<file path="src/rtl/mvm_sequencer_if.sv">
// mvm_sequencer_if: bundle of the sequencer's stream handshakes and datapath
// control lines.
//   s_valid/s_ready   : upstream vector-element stream
//   m_valid/m_ready   : downstream row-result handshake
//   wr_en_x, addr_X   : vector memory write enable / shared address
//   addr_W, addr_B    : weight and bias ROM addresses
//   accum_src, en     : accumulator source select and enable
//   busy, layer_done  : status
// master = sequencer side, slave = environment/datapath side.
interface mvm_sequencer_if #(
  parameter int WA = 9,
  parameter int BA = 5,
  parameter int XA = 5
);
  logic          s_valid;
  logic          s_ready;
  logic          m_valid;
  logic          m_ready;
  logic          wr_en_x;
  logic [XA-1:0] addr_X;
  logic [WA-1:0] addr_W;
  logic [BA-1:0] addr_B;
  logic          accum_src;
  logic          en;
  logic          busy;
  logic          layer_done;

  modport master (
    input  s_valid, m_ready,
    output s_ready, m_valid, wr_en_x, addr_X, addr_W, addr_B,
           accum_src, en, busy, layer_done
  );

  modport slave (
    output s_valid, m_ready,
    input  s_ready, m_valid, wr_en_x, addr_X, addr_W, addr_B,
           accum_src, en, busy, layer_done
  );
endinterface

</file>
<file path="src/rtl/mvm_sequencer.sv">
// mvm_sequencer: control sequencer for the layer matrix-vector-multiply
// datapath. Loads an N-element vector from the upstream stream into the
// vector memory, then for each of M rows drives weight/bias/vector
// addresses and accumulator controls and presents the row result on a
// valid/ready handshake.
//   clk   : rising-edge clock
//   reset : asynchronous, active-low reset
//   bus   : mvm_sequencer_if.master (stream, result handshake, datapath
//           controls, status)
module mvm_sequencer #(
  parameter int M  = 8,
  parameter int N  = 10,
  parameter int WA = 9,
  parameter int BA = 5,
  parameter int XA = 5
) (
  input  logic                 clk,
  input  logic                 reset,
  mvm_sequencer_if.master      bus
);

  typedef enum logic [1:0] {IDLE, LOAD, COMPUTE, OUT} state_t;

  localparam logic [XA-1:0] NM1_X = XA'(N - 1);
  localparam logic [XA-1:0] NP1_X = XA'(N + 1);
  localparam logic [WA-1:0] N_W   = WA'(N);
  localparam logic [WA-1:0] NM1_W = WA'(N - 1);
  localparam logic [BA-1:0] MM1_B = BA'(M - 1);

  state_t        st, st_n;
  logic [XA-1:0] lc, lc_n;
  logic [XA-1:0] p, p_n;
  logic [BA-1:0] r, r_n;

  logic [XA-1:0] p_clamp;
  logic [WA-1:0] row_base;

  // Vector index stops at N-1 once the reads for the last element are out;
  // the remaining phases only drain the read and multiplier pipeline.
  always_comb begin
    p_clamp  = (p > NM1_X) ? NM1_X : p;
    row_base = WA'(r) * N_W;
  end

  always_ff @(posedge clk or negedge reset) begin
    if (!reset) begin
      st <= IDLE;
      lc <= '0;
      p  <= '0;
      r  <= '0;
    end else begin
      st <= st_n;
      lc <= lc_n;
      p  <= p_n;
      r  <= r_n;
    end
  end

  always_comb begin
    st_n           = st;
    lc_n           = lc;
    p_n            = p;
    r_n            = r;
    bus.s_ready    = 1'b0;
    bus.m_valid    = 1'b0;
    bus.wr_en_x    = 1'b0;
    bus.addr_X     = '0;
    bus.addr_W     = '0;
    bus.addr_B     = '0;
    bus.accum_src  = 1'b0;
    bus.en         = 1'b0;
    bus.busy       = 1'b0;
    bus.layer_done = 1'b0;

    unique case (st)
      IDLE: begin
        st_n = LOAD;
      end

      LOAD: begin
        bus.s_ready = 1'b1;
        bus.wr_en_x = bus.s_valid;
        bus.addr_X  = lc;
        if (bus.s_valid) begin
          if (lc == NM1_X) begin
            lc_n = '0;
            r_n  = '0;
            p_n  = '0;
            st_n = COMPUTE;
          end else begin
            lc_n = lc + 1'b1;
          end
        end
      end

      COMPUTE: begin
        bus.busy      = 1'b1;
        bus.addr_X    = p_clamp;
        bus.addr_W    = row_base + WA'(p_clamp);
        bus.addr_B    = r;
        // p==1: bias arrives from its 1-cycle ROM read and seeds the
        // accumulator; p>=2: products arrive two cycles after their address.
        bus.en        = (p != '0);
        bus.accum_src = (p == XA'(1));
        if (p == NP1_X) begin
          st_n = OUT;
        end else begin
          p_n = p + 1'b1;
        end
      end

      OUT: begin
        bus.busy    = 1'b1;
        bus.m_valid = 1'b1;
        bus.addr_B  = r;
        bus.addr_W  = row_base + NM1_W;
        if (bus.m_ready) begin
          p_n = '0;
          if (r == MM1_B) begin
            bus.layer_done = 1'b1;
            r_n            = '0;
            st_n           = LOAD;
          end else begin
            r_n  = r + 1'b1;
            st_n = COMPUTE;
          end
        end
      end

      default: begin
        st_n = IDLE;
      end
    endcase
  end

endmodule

</file>
<file path="src/flat_wrapper.sv">
// flat-port wrapper written by rule: the top's interface ports become plain ports
module mvm_sequencer_flat 
#(
  parameter int M  = 8,
  parameter int N  = 10,
  parameter int WA = 9,
  parameter int BA = 5,
  parameter int XA = 5
)
  (clk, reset, bus_s_valid, bus_m_ready, bus_s_ready, bus_m_valid, bus_wr_en_x, bus_addr_X, bus_addr_W, bus_addr_B, bus_accum_src, bus_en, bus_busy, bus_layer_done);
  mvm_sequencer_if #(.WA(WA), .BA(BA), .XA(XA)) bus_i ();
  input  logic clk;
  input  logic reset;
  input wire logic [$bits(bus_i.s_valid)-1:0] bus_s_valid;
  input wire logic [$bits(bus_i.m_ready)-1:0] bus_m_ready;
  output wire logic [$bits(bus_i.s_ready)-1:0] bus_s_ready;
  output wire logic [$bits(bus_i.m_valid)-1:0] bus_m_valid;
  output wire logic [$bits(bus_i.wr_en_x)-1:0] bus_wr_en_x;
  output wire logic [$bits(bus_i.addr_X)-1:0] bus_addr_X;
  output wire logic [$bits(bus_i.addr_W)-1:0] bus_addr_W;
  output wire logic [$bits(bus_i.addr_B)-1:0] bus_addr_B;
  output wire logic [$bits(bus_i.accum_src)-1:0] bus_accum_src;
  output wire logic [$bits(bus_i.en)-1:0] bus_en;
  output wire logic [$bits(bus_i.busy)-1:0] bus_busy;
  output wire logic [$bits(bus_i.layer_done)-1:0] bus_layer_done;
  assign bus_i.s_valid = bus_s_valid;
  assign bus_i.m_ready = bus_m_ready;
  assign bus_s_ready = bus_i.s_ready;
  assign bus_m_valid = bus_i.m_valid;
  assign bus_wr_en_x = bus_i.wr_en_x;
  assign bus_addr_X = bus_i.addr_X;
  assign bus_addr_W = bus_i.addr_W;
  assign bus_addr_B = bus_i.addr_B;
  assign bus_accum_src = bus_i.accum_src;
  assign bus_en = bus_i.en;
  assign bus_busy = bus_i.busy;
  assign bus_layer_done = bus_i.layer_done;
  mvm_sequencer #(.M(M), .N(N), .WA(WA), .BA(BA), .XA(XA)) u_core (.clk(clk), .reset(reset), .bus(bus_i));
endmodule
</file>
<file path="config.mk">
export PLATFORM = sky130hd
export DESIGN_NAME = mvm_sequencer_flat
export DESIGN_NICKNAME = d
export VERILOG_FILES = /design/src/rtl/mvm_sequencer_if.sv /design/src/rtl/mvm_sequencer.sv /design/src/flat_wrapper.sv
export SDC_FILE = /design/constraint.sdc
export NUM_CORES = 1
export LEC_CHECK = 0
export CORE_UTILIZATION = 58
export CTS_CLUSTER_DIAMETER = 100
export CTS_CLUSTER_SIZE = 14
export DETAILED_ROUTE_END_ITERATION = 7
export HOLD_SLACK_MARGIN = 0.12
export PLACE_DENSITY = 0.95
export SKIP_LAST_GASP = 1
export SYNTH_ARGS = -nofsm -noshare
export SYNTH_HDL_FRONTEND = slang
export SYNTH_SLANG_ARGS = --single-unit
export TNS_END_PERCENT = 20
</file>
<file path="constraint.sdc">
create_clock -name clk -period 5.64 [get_ports clk]
set_input_delay 1.128 -clock clk [delete_from_list [all_inputs] [get_ports clk]]
set_output_delay 1.128 -clock clk [all_outputs]
set_load 0.01 [all_outputs]
</file>
==> run summary, run 1 <==
slowest CP cell - clkdlybuf4s50_1
total number of vias - 1701
worst-path fanout max - 4
core area - 0.00283 mm2
sequential power share - 17.2%
Cell Chain, Critical Path - inv_1 -> ha_1 -> nand2b_1 -> a211oi_1 -> ha_1 -> fa_1 -> and3_1 -> o21ai_0 -> a21o_1 -> mux2i_1 -> clkdlybuf4s50_1
Area Overhead vs Synth - 19.1%
Pre-antenna DRT Iters - 4
total negative slack - 0 ps
most common flop cell mapped by yosys - dfrtp_1
internal power - 768 uW
wire length per cell - 15.5 um
crit path launch - u_core.p[1]$_DFFE_PN0P_
CTS tree - done
Synth top area share - 24.0%
post-synthesis xor/xnor area fraction - 2.47%
Fmax - 0.229 GHz
Post-synth EDFFs - 0
Synth Cell Area - 0.00177 mm2
maximum clock insertion buffer count - 2
Worst setup endpoint - bus_addr_W[7]
Post-DRT Antenna Nets - 0
slowest cell delay on critical path - 550 ps
largest family of logic cells by synthesized area - compound AO/OA/AOI/OAI gates
Synth async-reset ratio - 100%
post-route minimum period - 4360 ps
Worst R2R Path Depth - 5
Worst slew margin - 48.0%
Hold WC Path Type - reg2reg
I/O pin total - 30
largest net degree at the start of global routing - 20
main area contributors after synthesis - dfrtp_1 24%, ha_1 16%, nand2_1 4.0%
GP Congestion - 0.872
Die X-Extent - 57.3 um
Worst Max-Slew Pin Slew - 777 ps
hold buffers post-CTS - 0
Clock Latency Late Sink - 310 ps
Iter 0 DRT Violations - 90
syn_area_per_cell - 8.40 um2
post-synthesis simple-gate area fraction - 24.1%
crit-path most repeated cell - ha_1
IO Port Bufs - 29
max_cap viols - 0
combinational share of power - 78.1%
area leader, netlist - dfrtp_1
Synth Area in Compound Gates - 25.3%
Sw Share - 48.6%
most common cell in the synthesized netlist - ha_1
antenna violations before repair - 0
Hold Vio Cnt, Final - 0
Commonest cells post-synth - 22 x ha_1, 19 x nand2_1, 17 x dfrtp_1
vias in the first global route - 1516
crit path capture type - output pin
cts bufs inserted - 3
Die Height - 57.3 um
dpl cells - 266
final setup fails - 0
Synth Register Bits - 17
Sw Pwr - 725 uW
DRC viols - 0
first-pass GRT wire length - 6840 um
root buffer selected by CTS - clkbuf_4
row count - 19
H-tree Lvls - 1
# resized after CTS - 0
Worst Path Required - 4510 ps
Overflow after GRT - 0
Critical Path AT - 3230 ps
critical path class - reg2out
PD cells - 707 mW/mm2
CTS sink cnt - 17
final WL - 4190 um
layout cells sized above 1 - 4.60%
clock skew - 7.32 ps
Leak - 0.000962 uW
Worst VDD drop - 0.531 mV
RSZ-0062 raised after global routing - no
die area - 0.00328 mm2
postcts setup bufs - 0
Worst setup SP type - flip-flop
Final HPWL DP - 3190 um
Final period util - 77.3%
number of diodes - 0
nets - 268
Clk network pwr share - 4.7%
run status - completed
Cell variety after synth - 54
post-layout instance area - 0.00211 mm2
post-detailed-placement cell area - 0.00208 mm2
R2R Path End - u_core.r[3]$_DFFE_PN0P_
Slew Viols, Final - 0
Layout Cells excl Fill - 270
vias per cell - 6.30
gr usage total - 26.6%
worst r2r src - u_core.st[1]$_DFFE_PN0P_
cell count after synthesis - 211
initial core utilization - 62.7%
register area share after synthesis - 24.0%
Worst-path clk slew - 110 ps
post-synthesis mux area share - 1.69%
setup slack, reg-to-reg - 3380 ps
yosys warns - 0
Post-Synth Adder-Cell Area - 17.8%
[placed cells by master, fill, tap and decap left out, drive strengths merged, types with 2 or more instances in the layout]
cell type / Yosys / layout
clkdlybuf4s50: 0 / 29
clkbuf: 6 / 3
o21ai: 10 / 10
or4: 2 / 2
mux2i: 3 / 3
fa: 2 / 2
dfrtp: 17 / 17
and2: 6 / 6
o21a: 2 / 2
o41ai: 2 / 2
nand2: 19 / 19
a211oi: 3 / 3
a21boi: 2 / 2
o22ai: 2 / 2
nor3: 3 / 3
conb: 1 / 2
nand2b: 6 / 6
nor2: 10 / 10
and3: 5 / 5
nand3: 11 / 11
ha: 22 / 22
xor2: 2 / 2
inv: 15 / 15
a22oi: 4 / 4
xnor2: 3 / 3
nor2b: 6 / 6
a21oi: 5 / 5
or3: 4 / 4
a21o: 8 / 8
a31oi: 6 / 6
o31ai: 3 / 3
a22o: 3 / 3
[final cells by class]
type	instances	area, um2
sequential	17	425
clock inverter	1	5.00
fill	206	718
tap	31	38.8
multi-input combinational	174	1270
inverter	15	56.3
clock buffer	3	22.5
timing repair buffer	29	290
[kinds of logic (layout without fill, tap and decap cells)]
logic type | count (synthesis) | in the layout
AO/OA/AOI/OAI | 61 | 61
multiplexers | 3 | 3
adder cells (fa/ha/maj) | 24 | 24
other | 1 | 2
flip-flops | 17 | 17
buffers and inverters | 21 | 48
AND/OR/NAND/NOR | 79 | 79
XOR/XNOR | 5 | 5
[routing by layer]
metal / track usage [%] / vias to the layer above / share of wire, %
met4: 10.5 / 0 / 1.2
li1: - / 824 / -
met3: 6.12 / 9 / 5.6
met2: 41.5 / 68 / 47
met1: 36.0 / 800 / 46
met5: 0 / - / 0
[worst max-delay path, delay by kind of cell (launching register included)]
family / cells / cell delay (ps)
AOI/OAI and AO/OA: 3 / 720
buffers and inverters: 2 / 680
and+or+nand+nor: 2 / 270
adders and majority gates: 3 / 700
DFF: 1 / 430
muxes: 1 / 120
[sequential cells by signal, indices dropped and copies added (netlist names)]
name,cells
u_core.lc,5
u_core.p,5
u_core.r,5
u_core.st,2
[worst min-delay path by stage]
stage                                  start                        to  slack [ps]  depth (start not counted)
floorplan           u_core.lc[4]$_DFFE_PN0P_  u_core.lc[4]$_DFFE_PN0P_         470                          1
global placement    u_core.lc[4]$_DFFE_PN0P_  u_core.lc[4]$_DFFE_PN0P_         510                          1
detailed placement  u_core.lc[4]$_DFFE_PN0P_  u_core.lc[4]$_DFFE_PN0P_         530                          1
CTS                 u_core.lc[4]$_DFFE_PN0P_  u_core.lc[4]$_DFFE_PN0P_         540                          1
global route        u_core.lc[4]$_DFFE_PN0P_  u_core.lc[4]$_DFFE_PN0P_         550                          1
finish              u_core.lc[4]$_DFFE_PN0P_  u_core.lc[4]$_DFFE_PN0P_         530                          1
[stage by stage]
stage	util [%]	worst slack (ps)	hold slack, ps	total power, uW
after floorplan	-	2180	467	1000
after global placement	73.6	1720	509	1370
after detailed placement	73.6	1640	527	1410
after CTS	74.6	1300	543	1480
after global routing	74.6	1040	551	1610
final	74.6	1280	534	1490
[power groups by stage]
stage                     Combinational (uW)  Clock (uW)  Sequential, uW
after floorplan                          775           0             227
after global placement                  1120           0             251
after global routing                    1270        77.8             264
after CTS                               1160        70.4             253
after detailed placement                1150           0             256
final                                   1170        70.6             257
Note: power is estimated with default switching activity, not from simulation.
==> run 2, diff against run 1 <==
CORE_UTILIZATION = 54   (was 58)
PLACE_DENSITY = 0.91   (was 0.95)
clock period = 4.2 ns   (was 5.64 ns; I/O delays follow)
==> run summary, run 2 (synthesized netlist as in run 1, its figures left out) <==
Hold Vio Cnt, Final - 0
die area - 0.00352 mm2
Pre-antenna DRT Iters - 4
Final period util - 94.1%
core area - 0.00308 mm2
antenna violations before repair - 0
root buffer selected by CTS - clkbuf_4
Post-DRT Antenna Nets - 0
Clock Latency Late Sink - 300 ps
H-tree Lvls - 1
row count - 20
run status - completed
CTS tree - done
PD cells - 943 mW/mm2
postcts setup bufs - 0
critical path class - reg2out
Worst Hold Slack - 554 ps
most common cell after layout, fill and taps aside - clkdlybuf4s50_1
Area Overhead vs Synth - 20.5%
DRC viols - 0
hold depth - 1
GP Congestion - 0.862
number of diodes - 0
Worst setup SP type - flip-flop
Die Height - 59.3 um
IO Port Bufs - 29
first-pass GRT wire length - 6880 um
Worst Path Required - 3360 ps
Worst R2R Path Depth - 4
Critical Path AT - 3110 ps
worst r2r src - u_core.st[1]$_DFFE_PN0P_
Worst slew margin - 49.6%
Hold WC Path Type - reg2reg
gr usage total - 26.1%
Slew Viols, Final - 0
R2R Path End - u_core.p[4]$_DFFE_PN0P_
Worst Max-Slew Pin Slew - 754 ps
RSZ-0062 raised after global routing - no
HP Start - u_core.lc[4]$_DFFE_PN0P_
Iter 0 DRT Violations - 121
Top Registers - u_core.lc: 5 flops, u_core.p: 5 flops, u_core.r: 5 flops
worst-path fanout max - 9
final WL - 4220 um
cts bufs inserted - 3
Overflow after GRT - 0
initial core utilization - 57.6%
Worst Hold Endpoint - u_core.lc[4]$_DFFE_PN0P_
CTS sink cnt - 17
Final HPWL DP - 3250 um
total negative slack - 0 ps
vias per cell - 6.02
vias in the first global route - 1478
nets - 269
max_cap viols - 0
total number of vias - 1710
crit path capture type - output pin
final setup fails - 0
Fmax - 0.253 GHz
post-route minimum period - 3950 ps
maximum clock insertion buffer count - 2
Worst VDD drop - 0.725 mV
commonest non-fill, non-tap cells in the layout - 29 x clkdlybuf4s50_1, 22 x ha_1, 19 x nand2_1
clock skew - 3.16 ps
setup slack, reg-to-reg - 1960 ps
wire length per cell - 14.9 um
Worst-path clk slew - 100 ps
I/O pin total - 30
largest net degree at the start of global routing - 18
layout cells sized above 1 - 5.42%
Die X-Extent - 59.3 um
Leak - 0.000966 uW
[run 2: cell types whose count changed in the layout (fill, tap and decap cells not counted)]
cell   before  now
fa_2        0    1
fa_1        2    1
buf_4       0    1
[run 2: through the flow]
stage	power (uW)	setup slack [ps]	cell area [um2]	util (%)	instances
2_1_floorplan	1340	1030	1780	-	212
3_3_place_gp	1860	556	2110	68.5	280
3_5_place_dp	1900	531	2110	68.5	280
4_1_cts	1990	194	2130	69.3	284
5_1_grt	2190	38.6	2140	69.4	284
6_report	2020	246	2140	69.4	284
[run 2: worst max-delay path by stage]
stage	endpoint	cells past startpoint	slack, ps	startpoint
after global placement	bus_addr_W[8]	8	560	u_core.r[1]$_DFFE_PN0P_
after global routing	bus_addr_W[7]	11	40	u_core.p[1]$_DFFE_PN0P_
after CTS	bus_addr_W[8]	8	190	u_core.r[1]$_DFFE_PN0P_
after detailed placement	bus_addr_W[8]	7	530	u_core.r[1]$_DFFE_PN0P_
final	bus_addr_W[8]	8	250	u_core.r[1]$_DFFE_PN0P_
after floorplan	bus_addr_W[8]	8	1030	u_core.r[1]$_DFFE_PN0P_
[run 2: worst max-delay path, cell delays in order (launching register included)]
cell	delay, ps
dfrtp_1	490
ha_1	340
ha_1	240
fa_2	630
nand2_1	60
o21ai_0	140
a21oi_1	80
a221oi_1	260
clkdlybuf4s50_1	580
[run 2: per-layer routing]
metal  up-vias  wire [um]  global-route usage (%)
met5         -          0                       0
met3        10        208                    4.80
met1       804       1960                    35.3
met2        61       1990                    42.1
li1        835          -                       -
met4         0         65                    8.50
[run 2: power by group]
| group | leakage (uW) | total, uW | internal (uW) | switching, uW |
|---|---|---|---|---|
| logic | 0.000734 | 1580 | 783 | 797 |
| clock network | 0.0000177 | 90.8 | 35.5 | 55.3 |
| registers | 0.000214 | 346 | 227 | 119 |
[run 2: area by class of cell]
type	count	area, um2
multi-input cells	174	1270
fillers	264	941
flip-flops and latches	17	425
repair buffers	30	298
inverters	15	56.3
well taps	44	55.1
clock buffers	3	22.5
clock inverters	1	5.00
[run 2: repair_timing]
item / CTS / global route
gates resized for setup: 0 / 1
hold buffers: 0 / 0
setup endpoints to repair: 0 / 1
==> run 3, diff against run 2 <==
CAP_MARGIN = 40   (was unset)
SETUP_SLACK_MARGIN = 0.2   (was unset)
==> run summary, run 3 (synthesized netlist as in run 1, its figures left out) <==
antenna violations before repair - 0
Worst slew margin - 49.7%
final WL - 4230 um
RSZ-0062 raised after global routing - yes
slowest CP cell - clkdlybuf4s50_1
maximum clock insertion buffer count - 2
layout cells sized above 1 - 7.08%
Overflow after GRT - 0
Tot Pwr - 2020 uW
Worst setup SP type - flip-flop
DRC viols - 0
H-tree Lvls - 1
CTS sink cnt - 17
Top Registers - u_core.lc: 5 flops, u_core.p: 5 flops, u_core.r: 5 flops
most common cell after layout, fill and taps aside - clkdlybuf4s50_1
fin util - 69.8%
Slew Viols, Final - 0
nets - 269
vias in the first global route - 1478
Critical Path AT - 3050 ps
met2 wire length - 2010 um
crit path capture type - output pin
Area Overhead vs Synth - 21.2%
Fmax - 0.257 GHz
Leak - 0.000982 uW
Worst Path Required - 3360 ps
root buffer selected by CTS - clkbuf_4
number of fill cells - 258
final setup fails - 0
Die Height - 59.3 um
run status - completed
max_cap viols - 0
Clock Latency Late Sink - 290 ps
total number of vias - 1705
PD cells - 940 mW/mm2
Cell Chain, Critical Path - ha_1 -> ha_1 -> ha_1 -> and3_1 -> o311ai_0 -> o21a_1 -> clkdlybuf4s50_1
Final HPWL DP - 3250 um
cell class contributing the biggest share of worst-path delay - adder cells
first-pass GRT wire length - 6880 um
Metal-1 WL - 1950 um
crit-path most repeated cell - ha_1
wire length on met3 - 201 um
Crit path buffers/inverters - 1
Worst-path clk slew - 100 ps
IO Port Bufs - 29
Worst Max-Slew Pin Slew - 752 ps
Iter 0 DRT Violations - 119
slowest cell delay on critical path - 530 ps
row count - 20
initial core utilization - 57.6%
number of diodes - 0
worst-path fanout max - 8
Worst VDD drop - 0.726 mV
Post-DRT Antenna Nets - 0
sequential standard cell area - 428 um2
cts bufs inserted - 3
area of the multi-input gates - 0.00128 mm2
hold buffers post-CTS - 0
die area - 0.00352 mm2
critical path class - reg2out
setup slack, reg-to-reg - 1960 ps
GP Congestion - 0.862
Pre-antenna DRT Iters - 4
DR top layer - met4
Die X-Extent - 59.3 um
gr usage total - 26.1%
commonest non-fill, non-tap cells in the layout - 28 x clkdlybuf4s50_1, 21 x ha_1, 19 x nand2_1
postcts setup bufs - 0
Hold Vio Cnt, Final - 0
I/O pin total - 30
core area - 0.00308 mm2
Hold WC Path Type - reg2reg
Final period util - 92.7%
largest net degree at the start of global routing - 18
total negative slack - 0 ps
clock skew - 1.04 ps
post-route minimum period - 3890 ps
CTS tree - done
vias per cell - 6.00
wire length per cell - 14.9 um
==> run 3: what timing repair did <==
item | 4_1_cts | 5_1_grt
resized for setup | 1 | 5
pin swaps | 0 | 0
setup endpoints to repair | 1 | 4
==> run 3: layout make-up <==
| type | instances | area share (%) |
|---|---|---|
| Clock buffer | 3 | 1.05 |
| Inverter | 15 | 2.62 |
| Clock inverter | 1 | 0.233 |
| Multi-Input combinational cell | 174 | 59.7 |
| Tap cell | 44 | 2.56 |
| Sequential cell | 17 | 19.9 |
| Timing Repair Buffer | 30 | 14.0 |
==> run 3: final timing paths <==
kind	startpoint	end	cells past startpoint
setup reg to reg	u_core.st[1]$_DFFE_PN0P_	u_core.p[4]$_DFFE_PN0P_	4
setup / recovery	u_core.r[1]$_DFFE_PN0P_	bus_addr_W[5]	7
min in group asynchronous	reset	u_core.lc[4]$_DFFE_PN0P_	1
hold / removal	u_core.lc[4]$_DFFE_PN0P_	u_core.lc[4]$_DFFE_PN0P_	1
hold reg to reg	u_core.lc[4]$_DFFE_PN0P_	u_core.lc[4]$_DFFE_PN0P_	1
max in group asynchronous	reset	u_core.r[1]$_DFFE_PN0P_	1
==> run 3: metal layers <==
metal  vias up  GRT usage [%]
met5         -              0
met4         0           8.50
met3         8           4.80
met2        54           42.1
met1       811           35.3
li1        832              -
==> run 3: metrics by stage <==
step                      cells  cell area (um2)  hold slack [ps]  worst slack, ps
final                       284             2150              542              307
after global routing        284             2150              567             94.0
after CTS                   284             2140              540              241
after detailed placement    280             2110              528              531
after global placement      280             2110              513              556
after floorplan             212             1780              467             1030
==> run 3: report_power, final <==
group          leakage, uW  switching (uW)  internal, uW
Combinational     0.000752             801           785
Clock            0.0000177            53.7          35.5
Sequential        0.000212             117           229
